==> src/rtl/dup_range_gen_pkg.sv <==
// Shared types and helpers for the dup_range_gen range/repeat generator.
package dup_range_gen_pkg;

  localparam int unsigned DEF_WIDTH = 32;
  localparam int unsigned DEF_DUP_W = 4;
  // Widest WIDTH supported by in_range; operands are sign-extended to MAX_W+1 bits.
  localparam int unsigned MAX_W     = 64;

  typedef enum logic [1:0] {
    DONE  = 2'd0,
    CHECK = 2'd1,
    EMIT  = 2'd2
  } state_e;

  // step_sign=1 means a negative step: the range runs downward toward limit.
  function automatic logic in_range(input logic signed [MAX_W:0] value,
                                    input logic signed [MAX_W:0] limit,
                                    input logic                  step_sign);
    return step_sign ? (value > limit) : (value < limit);
  endfunction

endpackage

==> src/rtl/range_stepper.sv <==
// Range counter for dup_range_gen: holds the WIDTH+1-bit value and reports whether
// the current and next values are in range and representable in WIDTH bits.
module range_stepper
  import dup_range_gen_pkg::*;
#(
  parameter int WIDTH = DEF_WIDTH
) (
  input  logic                    clk_i,
  input  logic                    rst_i,
  input  logic                    load_i,
  input  logic                    advance_i,
  input  logic signed [WIDTH-1:0] base_i,
  input  logic signed [WIDTH-1:0] limit_i,
  input  logic signed [WIDTH-1:0] step_i,
  output logic signed [WIDTH-1:0] cur_o,
  output logic signed [WIDTH-1:0] next_o,
  output logic                    cur_ok_o,
  output logic                    next_ok_o
);

  logic signed [WIDTH:0]   counter_q, counter_d, next_val;
  logic signed [WIDTH-1:0] limit_q, step_q;
  logic                    step_nz, next_fits;

  always_ff @(posedge clk_i) begin
    if (rst_i) begin
      counter_q <= '0;
      limit_q   <= '0;
      step_q    <= '0;
    end else begin
      counter_q <= counter_d;
      if (load_i) begin
        limit_q <= limit_i;
        step_q  <= step_i;
      end
    end
  end

  always_comb begin
    counter_d = counter_q;
    if (load_i)         counter_d = (WIDTH+1)'(base_i);
    else if (advance_i) counter_d = next_val;
  end

  // Counter always holds a WIDTH-representable value when advanced, so one guard bit suffices.
  assign next_val  = counter_q + (WIDTH+1)'(step_q);
  assign next_fits = (next_val[WIDTH] == next_val[WIDTH-1]);
  assign step_nz   = (step_q != '0);

  assign cur_o     = counter_q[WIDTH-1:0];
  assign next_o    = next_val[WIDTH-1:0];
  assign cur_ok_o  = step_nz && in_range((MAX_W+1)'(counter_q), (MAX_W+1)'(limit_q),
                                         step_q[WIDTH-1]);
  assign next_ok_o = step_nz && next_fits &&
                     in_range((MAX_W+1)'(next_val), (MAX_W+1)'(limit_q), step_q[WIDTH-1]);

endmodule

==> src/rtl/dup_range_gen.sv <==
// Emits each value of range(base, limit, step) dup times over a ready/valid stream.
// Optional `_count` transfer counter port when DUP_RANGE_GEN_COUNT_EN is defined.
module dup_range_gen
  import dup_range_gen_pkg::*;
#(
  parameter int WIDTH = DEF_WIDTH,
  parameter int DUP_W = DEF_DUP_W
) (
  input  logic                    _clock,
  input  logic                    _reset,
  input  logic                    _start,
  input  logic signed [WIDTH-1:0] base,
  input  logic signed [WIDTH-1:0] limit,
  input  logic signed [WIDTH-1:0] step,
  input  logic        [DUP_W-1:0] dup,
  input  logic                    _ready,
  output logic                    _valid,
  output logic                    _done,
  output logic signed [WIDTH-1:0] _0,
  output logic        [DUP_W-1:0] _1
`ifdef DUP_RANGE_GEN_COUNT_EN
  ,
  output logic [31:0]             _count
`endif
);

  state_e                  state_q, state_d;
  logic                    valid_q, valid_d;
  logic                    done_q, done_d;
  logic signed [WIDTH-1:0] out0_q, out0_d;
  logic        [DUP_W-1:0] rep_q, rep_d;
  logic        [DUP_W-1:0] dup_q;
  logic signed [WIDTH-1:0] cur_val, next_val;
  logic                    cur_ok, next_ok;
  logic                    consume, last_rep, advance;

  range_stepper #(.WIDTH(WIDTH)) u_stepper (
    .clk_i    (_clock),
    .rst_i    (_reset),
    .load_i   (_start),
    .advance_i(advance),
    .base_i   (base),
    .limit_i  (limit),
    .step_i   (step),
    .cur_o    (cur_val),
    .next_o   (next_val),
    .cur_ok_o (cur_ok),
    .next_ok_o(next_ok)
  );

  assign consume  = (state_q == EMIT) && valid_q && _ready;
  assign last_rep = (rep_q == dup_q - DUP_W'(1));
  assign advance  = consume && last_rep && !_start;

  always_ff @(posedge _clock) begin
    if (_reset) state_q <= DONE;
    else        state_q <= state_d;
  end

  always_comb begin
    state_d = state_q;
    if (_start) begin
      state_d = CHECK;
    end else begin
      case (state_q)
        DONE:    state_d = DONE;
        CHECK:   state_d = (cur_ok && dup_q != '0) ? EMIT : DONE;
        EMIT:    if (advance && !next_ok) state_d = DONE;
        default: state_d = DONE;
      endcase
    end
  end

  // The next range value is presented directly on the last-repeat transfer, avoiding a bubble.
  always_comb begin
    valid_d = valid_q;
    out0_d  = out0_q;
    rep_d   = rep_q;
    if (_start) begin
      valid_d = 1'b0;
      rep_d   = '0;
    end else if (state_q == EMIT) begin
      if (!valid_q) begin
        valid_d = 1'b1;
        out0_d  = cur_val;
      end else if (_ready) begin
        if (!last_rep) begin
          rep_d = rep_q + DUP_W'(1);
        end else begin
          rep_d = '0;
          if (next_ok) out0_d  = next_val;
          else         valid_d = 1'b0;
        end
      end
    end
    done_d = (state_d == DONE);
  end

  always_ff @(posedge _clock) begin
    if (_reset) begin
      valid_q <= 1'b0;
      done_q  <= 1'b0;
      out0_q  <= '0;
      rep_q   <= '0;
      dup_q   <= '0;
    end else begin
      valid_q <= valid_d;
      done_q  <= done_d;
      out0_q  <= out0_d;
      rep_q   <= rep_d;
      if (_start) dup_q <= dup;
    end
  end

  assign _valid = valid_q;
  assign _done  = done_q;
  assign _0     = out0_q;
  assign _1     = rep_q;

`ifdef DUP_RANGE_GEN_COUNT_EN
  logic [31:0] count_q;

  always_ff @(posedge _clock) begin
    if (_reset || _start) count_q <= '0;
    else if (consume)     count_q <= count_q + 32'd1;
  end

  assign _count = count_q;
`endif

endmodule

==> config.mk <==
export PLATFORM = sky130hd
export DESIGN_NAME = dup_range_gen
export DESIGN_NICKNAME = d
export VERILOG_FILES = /design/src/rtl/dup_range_gen_pkg.sv /design/src/rtl/range_stepper.sv /design/src/rtl/dup_range_gen.sv
export SDC_FILE = /design/constraint.sdc
export NUM_CORES = 1
export LEC_CHECK = 0
export BUFFER_PORTS_ARGS = -buffer_cell sky130_fd_sc_hd__buf_2
export CORE_ASPECT_RATIO = 2
export CORE_MARGIN = 1.5
export CORE_UTILIZATION = 52
export CTS_CLUSTER_SIZE = 30
export DETAILED_ROUTE_END_ITERATION = 8
export MAX_ROUTING_LAYER = met4
export PLACE_DENSITY = 0.84
export SYNTH_ARGS = -nofsm -noshare
export SYNTH_HDL_FRONTEND = slang
export SYNTH_SLANG_ARGS = --single-unit
==> constraint.sdc <==
create_clock -name _clock -period 5.3 [get_ports _clock]
set_clock_uncertainty 0.2 [all_clocks]
set_input_delay 1.06 -clock _clock [delete_from_list [all_inputs] [get_ports _clock]]
set_output_delay 1.06 -clock _clock [all_outputs]
set_load 0.05 [all_outputs]
==> metrics.yaml <==
timing:
  maxSlewViolCount: 0
  setup_viol: 36
  slew_headroom_pct: 28.88
  max_slew.worst_pin.slew_ns: 1.067
  worst_slack_ns: -0.2211
  fmax_ghz: 0.1811
  finalCriticalPeriod_ns: 5.521
  hold_viol: 0
  post-route-period-util_pct: 104.2
  rsz0062_at_grt: "true"
logic_synthesis:
  syn_area_per_cell_um2: 8.592
  synth-edff-count: 0
  ys_warn_count: 0
  synthCells: 1070
  yosys-top-cells-area: "dfxtp_1 31%, ha_1 14%, mux2i_1 10%"
  yosys-top-cells-count: "141 x dfxtp_1, 129 x nor2_1, 102 x ha_1, 95 x a21oi_1, 95 x mux2i_1"
  ys_async_sr_fraction_pct: 0
  synth_top_area_cell: "dfxtp_1"
  syn-cell-area_mm2: 0.009194
  synthFlopType: "dfxtp_1"
  yosys_register_bits: 141
  synth_top_area_share_pct: 30.70
  ys_seq_area_share_pct: 30.70
  ys_types: 68
  syn-num-nets: 1277
  synth_most_common_cell: "dfxtp_1"
clocking:
  cts_htree_levels: 4
  cts_tree: "yes"
  clock_path_buffers: 2
  clock-sinks: 141
  root_buffer: "clkbuf_16"
  path_clk_slew_ns: 0.07
  clk_latency_ns: 0.44
  holdBufCountCts: 0
  cts_buffers: 17
floorplan:
  dieArea_mm2: 0.01854
  rows: 68
  die_w_um: 97.02
  io_pins: 142
  coreArea_mm2: 0.01727
  start_util_pct: 53.23
  die_h_um: 191.0
drt:
  via_per_inst: 6.268
  wl_per_cell_um: 21.50
  drc: 0
  ant_nets: 0
  firstDrtPassIters: 6
  vias: 9810
  drt-total-wl_mm: 33.65
  drt-initial-drc-count: 798
global_route:
  grt_pass1_vias: 9993
  grt_usage_pct: 36.44
  grt-ovfl-total: 0
  grt_pass1_wl_mm: 50.84
  antenna_found_initial: 0
  grt_util_met3_pct: 6.545
  grt_most_used_layer: "met2"
  met1_usage_pct: 34.00
  grt_max_degree: 95
  grt_util_met2_pct: 63.64
setup_path:
  r2r_end: "_0[12]$_SDFFE_PP0P_"
  rrSetupSlack_ns: -0.22
  critical_path_class: "reg -> reg"
  cp_max_fo: 7
  end_kind: "register"
  crit_required_ns: 5.46
  r2r_start: "u_stepper.counter_q[0]$_SDFFE_PP0P_"
  ff2ff_path_depth: 27
  cp.arrival_ns: 5.68
  crit_path_start: "u_stepper.counter_q[0]$_SDFFE_PP0P_"
  worstSetupEndpoint: "_0[12]$_SDFFE_PP0P_"
  startpoint_type: "register"
cells_and_area:
  drive_gt1_share_pct: 30.48
  num-nets-final: 1549
  n_antenna_cell: 0
  post-route-util_pct: 70.49
  layout.cells.non_filler: 1565
  syn_to_final_growth_pct: 32.42
  nFillCells: 1324
min_path:
  hold_path.class: "reg -> reg"
flow_run:
  cap_viol_max_count: 0
placed_design:
  placedCellCount: 1510
  dp.final_hpwl_mm: 23.82
  gp_congestion: 0.9976
  port_buffers: 141
pwr:
  leakage_nw: 5.599
  ir_worst_vdd_mv: 0.1781
  power_density_mw_per_mm2: 263.1
run_status:
  status: "finished with violations"
  violations: "setup timing"
-- power by group --
| group | total [mW] | switching, mW | internal, mW |
|---|---|---|---|
| registers | 1.14 | 0.0374 | 1.11 |
| clock network | 1.25 | 0.545 | 0.710 |
| logic | 0.805 | 0.428 | 0.378 |
| total | 3.20 | 1.01 | 2.19 |
-- area by class of cell --
class	count	area, um2	area share (%)
inverter	52	195.2	1.603
clock inverter	15	176.4	1.449
sequential	141	2828	23.23
multi-input combinational	822	6212	51.03
clock buffer	17	425.4	3.494
timing repair buffer	308	2074	17.04
tap	210	262.8	2.158
-- cells by family (layout without fill, tap and decap cells) --
logic type,after synthesis,in the layout,synth area share (%)
compound gates,274,274,20.78
flops,141,141,30.70
fa+ha+maj,103,103,14.10
mux,98,98,10.71
xor+xnor,34,34,3.239
simple gates,313,313,15.84
buf+inv,107,392,4.627
-- layout by cell type, fill, tap and decap left out, types with 22 or more instances in the layout --
master / count
buf_4: 159
nand3_1: 23
buf_2: 139
dfxtp_1: 137
o21ai_0: 22
ha_1: 99
nor2_1: 129
nand2_1: 59
xnor2_1: 22
inv_1: 51
a21oi_1: 84
mux2i_1: 95
-- worst min path at each step --
stage                                        from                                 end  depth (start not counted)
6_report        u_stepper.limit_q[5]$_SDFFE_PP0P_   u_stepper.limit_q[5]$_SDFFE_PP0P_                          2
4_1_cts        u_stepper.limit_q[25]$_SDFFE_PP0P_  u_stepper.limit_q[25]$_SDFFE_PP0P_                          2
5_1_grt         u_stepper.limit_q[7]$_SDFFE_PP0P_   u_stepper.limit_q[7]$_SDFFE_PP0P_                          2
3_5_place_dp   u_stepper.limit_q[25]$_SDFFE_PP0P_  u_stepper.limit_q[25]$_SDFFE_PP0P_                          2
2_1_floorplan  u_stepper.limit_q[10]$_SDFFE_PP0P_  u_stepper.limit_q[10]$_SDFFE_PP0P_                          2
3_3_place_gp   u_stepper.limit_q[23]$_SDFFE_PP0P_  u_stepper.limit_q[23]$_SDFFE_PP0P_                          2
-- state kept, by name, summed over array words and instances, names as in the netlist --
signal / flops
dup_q: 4
_done: 1
u_stepper.step_q: 32
u_stepper.counter_q: 33
_1: 4
_0: 32
u_stepper.limit_q: 32
state_q: 2
_valid: 1
-- critical path: stages (launching register included) --
cell       delay, ns
dfxtp_2         0.36
ha_4            0.15
inv_2           0.04
fa_2            0.36
nor2b_2         0.14
o211ai_1        0.18
a2111oi_4       0.45
buf_4           0.24
nor4b_4         0.06
o31ai_1         0.23
a21oi_1         0.12
xnor2_1         0.26
ha_1            0.29
nand3_2         0.09
nor3b_1         0.06
buf_4           0.14
and4_1          0.19
buf_4           0.15
a31oi_2         0.18
nand2b_1        0.09
mux2_4          0.30
buf_12          0.13
o41ai_4         0.31
buf_4           0.21
buf_12          0.14
buf_12          0.11
a21oi_1         0.06
a211oi_2        0.17
-- metal layers --
metal | share of wire, % | up-vias
li1 | - | 4497
met1 | 34 | 4550
met2 | 50 | 534
met3 | 6.4 | 229
met4 | 10 | 0
met5 | 0 | -
-- repair_timing --
item,CTS,global route
gates cloned,4,0
setup endpoints to repair,36,36
buffers inserted,13,11
pin swaps,39,46
hold endpoints to repair,0,0
resized for setup,37,37
-- metrics by stage --
step | hold slack [ns] | setup TNS (ns) | power (mW) | cell area [um2] | setup WS (ns)
2_1_floorplan | 0.2604 | 0 | 1.578 | 9206 | 0.002373
3_3_place_gp | 0.2730 | -10.92 | 1.861 | 11070 | -0.3608
3_5_place_dp | 0.2808 | -14.96 | 1.877 | 11070 | -0.4753
4_1_cts | 0.2983 | -2.119 | 3.149 | 12000 | -0.09653
5_1_grt | 0.3218 | -12.12 | 3.325 | 12170 | -0.3870
6_report | 0.2992 | -5.936 | 3.203 | 12170 | -0.2211
(Power assumes the default switching activity.)
